[config.mk]
export PLATFORM = sky130hd
export DESIGN_NAME = prog_mem
export DESIGN_NICKNAME = d
export VERILOG_FILES = /design/src/rtl/prog_mem.sv
export SDC_FILE = /design/constraint.sdc
export NUM_CORES = 1
export LEC_CHECK = 0
export CORE_ASPECT_RATIO = 1.2
export CORE_UTILIZATION = 60
export DETAILED_ROUTE_END_ITERATION = 8
export GPL_ROUTABILITY_DRIVEN = 0
export MAX_ROUTING_LAYER = met4
export PLACE_DENSITY = 0.8
export SYNTH_ARGS = -nofsm -noshare
export SYNTH_HDL_FRONTEND = slang
export SYNTH_SLANG_ARGS = --single-unit
[constraint.sdc]
create_clock -name CLK -period 8.9 [get_ports CLK]
set_input_delay 1.78 -clock CLK [delete_from_list [all_inputs] [get_ports CLK]]
set_output_delay 1.78 -clock CLK [all_outputs]
set_load 0.005 [all_outputs]
[src/rtl/prog_mem.sv]
// Program memory with a streaming loader. The CPU reads instructions
// combinationally from the array. A loader session writes words at
// consecutive addresses from 0, stalling the CPU via HOLD while it runs.
module prog_mem #(
    parameter int DATA_W = 8,
    parameter int ADDR_W = 4
) (
    input  logic              CLK,
    input  logic              RESET,
    input  logic [ADDR_W-1:0] ADDRESS,
    output logic [DATA_W-1:0] OUT,
    input  logic              LOAD_START,
    input  logic [DATA_W-1:0] LOAD_DATA,
    input  logic              LOAD_VALID,
    input  logic              LOAD_LAST,
    output logic              LOAD_READY,
    output logic              HOLD,
    output logic              LOAD_DONE,
    output logic [ADDR_W:0]   LOAD_COUNT,
    output logic [DATA_W-1:0] CHECKSUM,
    output logic              ERROR
);

    localparam int DEPTH = 2 ** ADDR_W;

    typedef enum logic [1:0] {
        IDLE = 2'd0,
        LOAD = 2'd1,
        DONE = 2'd2
    } state_t;

    state_t              state;
    logic [DATA_W-1:0]   mem [DEPTH];
    logic [ADDR_W-1:0]   wptr;
    logic [ADDR_W:0]     run_count;
    logic [DATA_W-1:0]   run_sum;
    logic                accept;

    // Checksum accumulates modulo 2**DATA_W; the carry is simply dropped.
    function automatic logic [DATA_W-1:0] add_wrap(input logic [DATA_W-1:0] a,
                                                   input logic [DATA_W-1:0] b);
        return a + b;
    endfunction

    // LOAD_READY is a registered copy of (state == LOAD), so this is the handshake.
    assign accept = LOAD_VALID && LOAD_READY;

    // Instruction fetch is a pure combinational read, independent of loader state.
    assign OUT = mem[ADDRESS];

    // Array storage: cleared on reset, written one word per accepted beat.
    always_ff @(posedge CLK or posedge RESET) begin
        if (RESET) begin
            for (int i = 0; i < DEPTH; i++) begin
                mem[i] <= '0;
            end
        end else if (accept) begin
            mem[wptr] <= LOAD_DATA;
        end
    end

    // Loader FSM with registered handshake/status outputs.
    always_ff @(posedge CLK or posedge RESET) begin
        if (RESET) begin
            state      <= IDLE;
            wptr       <= '0;
            run_count  <= '0;
            run_sum    <= '0;
            LOAD_READY <= 1'b0;
            HOLD       <= 1'b0;
            LOAD_DONE  <= 1'b0;
            LOAD_COUNT <= '0;
            CHECKSUM   <= '0;
            ERROR      <= 1'b0;
        end else begin
            case (state)
                IDLE: begin
                    if (LOAD_START) begin
                        // A word presented together with START is not taken:
                        // READY is still low on this edge.
                        state      <= LOAD;
                        wptr       <= '0;
                        run_count  <= '0;
                        run_sum    <= '0;
                        LOAD_READY <= 1'b1;
                        HOLD       <= 1'b1;
                    end else if (LOAD_VALID) begin
                        ERROR <= 1'b1;
                    end
                end
                LOAD: begin
                    if (accept) begin
                        wptr      <= wptr + ADDR_W'(1);
                        run_count <= run_count + (ADDR_W + 1)'(1);
                        run_sum   <= add_wrap(run_sum, LOAD_DATA);
                        // Ending on the last address keeps the pointer from wrapping.
                        if (LOAD_LAST || (wptr == ADDR_W'(DEPTH - 1))) begin
                            state      <= DONE;
                            LOAD_READY <= 1'b0;
                            LOAD_DONE  <= 1'b1;
                        end
                    end
                end
                DONE: begin
                    state      <= IDLE;
                    LOAD_DONE  <= 1'b0;
                    HOLD       <= 1'b0;
                    LOAD_COUNT <= run_count;
                    CHECKSUM   <= run_sum;
                end
                default: begin
                    state      <= IDLE;
                    LOAD_READY <= 1'b0;
                    HOLD       <= 1'b0;
                    LOAD_DONE  <= 1'b0;
                end
            endcase
        end
    end

endmodule

==> impl_metrics.xml <==
<?xml version="1.0" encoding="UTF-8"?>
<metrics>
  <group name="status">
    <metric name="status" unit="">complete, no violations</metric>
  </group>
  <group name="drt">
    <metric name="routed_via_density" unit="">6.23</metric>
    <metric name="route.detailed.wl_per_inst" unit="um">22.8</metric>
    <metric name="drc_errors" unit="">0</metric>
    <metric name="routed_wirelength" unit="um">16200</metric>
    <metric name="maxUsedRoutingLayer" unit="">met4</metric>
    <metric name="drt-met1-wl" unit="um">6810</metric>
    <metric name="drt_pre_antenna_iters" unit="">4</metric>
    <metric name="initialDrtViolationCount" unit="">153</metric>
    <metric name="dr_total_vias" unit="">4431</metric>
    <metric name="met3_wire_length" unit="um">698</metric>
    <metric name="met2WireLength" unit="um">8280</metric>
    <metric name="postRouteAntennaNets" unit="">0</metric>
  </group>
  <group name="min_path">
    <metric name="holdPathEnd" unit="">ERROR</metric>
    <metric name="hold_path_startpoint" unit="">ERROR</metric>
    <metric name="holdPathStages" unit="">1</metric>
    <metric name="timing.hold.worst.class" unit="">flip-flop to flip-flop</metric>
  </group>
  <group name="cts">
    <metric name="clk_pin_slew" unit="ps">60</metric>
    <metric name="ctsLongestPathBuffers" unit="">2</metric>
    <metric name="worstSkewPairLatency" unit="ps">420</metric>
    <metric name="cts_made_buffers" unit="">17</metric>
    <metric name="clock-root-buffer" unit="">clkbuf_16</metric>
    <metric name="cts_sinks" unit="">164</metric>
    <metric name="post_cts_resized" unit="">0</metric>
    <metric name="total_of_hold_buffers_inserted_after_clock_tree_synthesis" unit="">0</metric>
    <metric name="htree_levels" unit="">4</metric>
    <metric name="cts_tree" unit="">done</metric>
    <metric name="post-cts-setup-buffers" unit="">0</metric>
  </group>
  <group name="sta">
    <metric name="finalMaxSlewViolations" unit="">0</metric>
    <metric name="clk_skew" unit="ps">8.26</metric>
    <metric name="relative_slew_margins" unit="%">24.9</metric>
    <metric name="timing.final.hold_violations" unit="">0</metric>
    <metric name="final.hold.worst_slack" unit="ps">474</metric>
    <metric name="fin_crit" unit="ps">6640</metric>
    <metric name="worst_slew_pin_slew" unit="ps">1120</metric>
    <metric name="finalSetupViolCount" unit="">0</metric>
    <metric name="fin_setup_tns" unit="ps">0</metric>
    <metric name="clock.fmax" unit="MHz">151</metric>
    <metric name="layout_worst_path_cycle_share" unit="%">74.6</metric>
    <metric name="grt_setup_unrepaired" unit="">false</metric>
  </group>
  <group name="power">
    <metric name="p_per_area" unit="nW/um^2">257</metric>
    <metric name="power.ir.vdd_worst" unit="V">0.000183</metric>
    <metric name="power.leakage" unit="uW">0.00415</metric>
  </group>
  <group name="critical_path">
    <metric name="startpoint_type" unit="">primary input</metric>
    <metric name="critical_path_arrival" unit="ps">4860</metric>
    <metric name="critPathCaptureType" unit="">output port</metric>
    <metric name="r2r_start" unit="">LOAD_READY</metric>
    <metric name="required" unit="ps">7120</metric>
    <metric name="regToRegEndpoint" unit="">mem[67]</metric>
    <metric name="r2r_cells" unit="">4</metric>
    <metric name="timing.setup.critical_path_class" unit="">primary input to output port</metric>
    <metric name="worstPathMaxFanout" unit="">21</metric>
    <metric name="rrSetupSlack" unit="ps">6730</metric>
  </group>
  <group name="logic_synthesis">
    <metric name="yosys_register_bits" unit="">164</metric>
    <metric name="synthDistinctLibCells" unit="">39</metric>
    <metric name="synth_area_per_cell" unit="sq um">15.2</metric>
    <metric name="yosys-top-cells-area" unit="">dfrtp_1 (54%), mux2_2 (19%), mux4_1 (7.2%), mux4_2 (5.6%), mux2_1 (2.1%)</metric>
    <metric name="synthesized_nets" unit="">533</metric>
    <metric name="synth_largest_type_area_fraction" unit="%">53.5</metric>
    <metric name="syn-instance-count" unit="">503</metric>
    <metric name="synth.cell_area" unit="sq um">7670</metric>
    <metric name="netlist.top_cell.by_area" unit="">dfrtp_1</metric>
    <metric name="seq_area_frac_synth" unit="%">53.5</metric>
    <metric name="ys_warn_count" unit="">0</metric>
  </group>
  <group name="global_route">
    <metric name="gr-total-overflow" unit="">0</metric>
    <metric name="grt_first_pass_wirelength" unit="um">26100</metric>
    <metric name="grt_start_max_net_pins" unit="">88</metric>
    <metric name="number_of_antenna_violations_at_the_first_check_in_global_routing" unit="">0</metric>
    <metric name="via_count_of_the_first_global_routing_pass" unit="">4736</metric>
    <metric name="grt_usage" unit="%">27.8</metric>
  </group>
  <group name="flow_run">
    <metric name="max_cap_violations" unit="">0</metric>
  </group>
  <group name="die">
    <metric name="die_area" unit="sq um">13200</metric>
    <metric name="chipWidth" unit="um">105</metric>
    <metric name="dieHeight" unit="um">126</metric>
    <metric name="placeableCoreArea" unit="sq um">12300</metric>
    <metric name="initial_utilization" unit="%">62.5</metric>
    <metric name="io-pin-count" unit="">42</metric>
    <metric name="placement_rows" unit="">44</metric>
  </group>
  <group name="final_layout">
    <metric name="postLayoutCoreUtil" unit="%">71.2</metric>
    <metric name="num-fill-cells" unit="">774</metric>
    <metric name="synthToLayoutAreaGrowth" unit="%">14.0</metric>
    <metric name="layout.cells.most_common" unit="">dfrtp_1</metric>
    <metric name="antenna_cells_inserted" unit="">0</metric>
    <metric name="layout-drive-gt1-share" unit="%">35.6</metric>
    <metric name="fin_nets" unit="">568</metric>
    <metric name="most-common-layout-cells" unit="">dfrtp_1 (164), mux2_2 (128), clkdlybuf4s50_1 (40)</metric>
  </group>
  <group name="placement">
    <metric name="detailed_place_hpwl" unit="um">9950</metric>
    <metric name="count_of_port_buffers_added_during_placement" unit="">41</metric>
  </group>
</metrics>
[metal layers]
layer  track usage, %  vias up
li1                 -     1960
met3             6.21       32
met4             10.9        0
met1             35.2     2326
met5                -        -
met2             44.1      113
[synth_stat cells (all sizes together)]
cell / n
xnor2: 1
xor2: 7
a211oi: 3
o21ai: 13
a31oi: 2
nor2b: 2
nand2b: 2
inv: 6
and2: 2
nor2: 24
mux4: 40
dfrtp: 164
o211ai: 1
o21a: 1
nand2: 17
o21bai: 1
nor3b: 1
ha: 12
and3: 2
clkbuf: 13
buf: 14
nor3: 5
mux2: 142
nand4: 3
a21oi: 7
a21o: 4
fa: 1
a22o: 4
nand3: 4
a32oi: 1
a31o: 2
nand4b: 1
mux2i: 1
[sequential cells by signal, summed over array words and instances, names as in the netlist]
| name | flops |
|---|---|
| LOAD_READY | 1 |
| run_count | 5 |
| LOAD_COUNT | 5 |
| state | 2 |
| wptr | 4 |
| LOAD_DONE | 1 |
| mem | 128 |
| ERROR | 1 |
| run_sum | 8 |
| HOLD | 1 |
| CHECKSUM | 8 |
[metrics by stage]
stage,std cells,total power (uW),cell area (sq um),setup slack [ps]
after CTS,711,2260,8740,2250
final,711,2250,8740,2260
after floorplan,503,1350,7670,2690
after global routing,711,2360,8740,2160
after global placement,680,1490,8150,2330
after detailed placement,680,1520,8150,2280
[cells by family (layout without fill, tap and decap cells)]
logic type      after synthesis  in the layout  share of synthesized area (%)
flops                       164            164                           53.5
buf+inv                      33             80                           2.27
compound gates               39             39                           3.25
simple gates                 63             63                           4.09
xor+xnor                      8              8                          0.914
mux                         183            183                           33.8
fa+ha+maj                    13             13                           2.22
[worst max-delay path, cell delays in order]
cell and delay, ps:
clkdlybuf4s50_1 1210, buf_4 370, mux4_1 560, mux4_2 460, clkdlybuf4s50_1 450
[cell type report]
cell class / count / area [sq um] / share of cell area, %
flip-flops and latches: 164 / 4100 / 47.0
clock inverters: 11 / 129 / 1.47
inverters: 6 / 27.5 / 0.315
multi-input cells: 306 / 3390 / 38.8
clock buffers: 20 / 467 / 5.34
repair buffers: 43 / 420 / 4.81
well taps: 161 / 201 / 2.30
[where the power goes]
part | internal, uW | switching, uW | total, uW | leakage (uW)
clock | 434 | 293 | 727 | 0.000276
sequential | 907 | 100 | 1010 | 0.00220
combinational | 293 | 218 | 511 | 0.00167
total | 1630 | 612 | 2250 | 0.00415
[worst max path at each step]
stage / from / to / slack (ps) / cells past startpoint
4_1_cts: ADDRESS[1] / OUT[4] / 2250 / 5
3_5_place_dp: ADDRESS[1] / OUT[4] / 2280 / 5
2_1_floorplan: RESET / CHECKSUM[0] / 2690 / 1
5_1_grt: ADDRESS[1] / OUT[4] / 2160 / 5
6_report: ADDRESS[1] / OUT[4] / 2260 / 5
3_3_place_gp: ADDRESS[1] / OUT[4] / 2330 / 5
(Power assumes the default switching activity.)
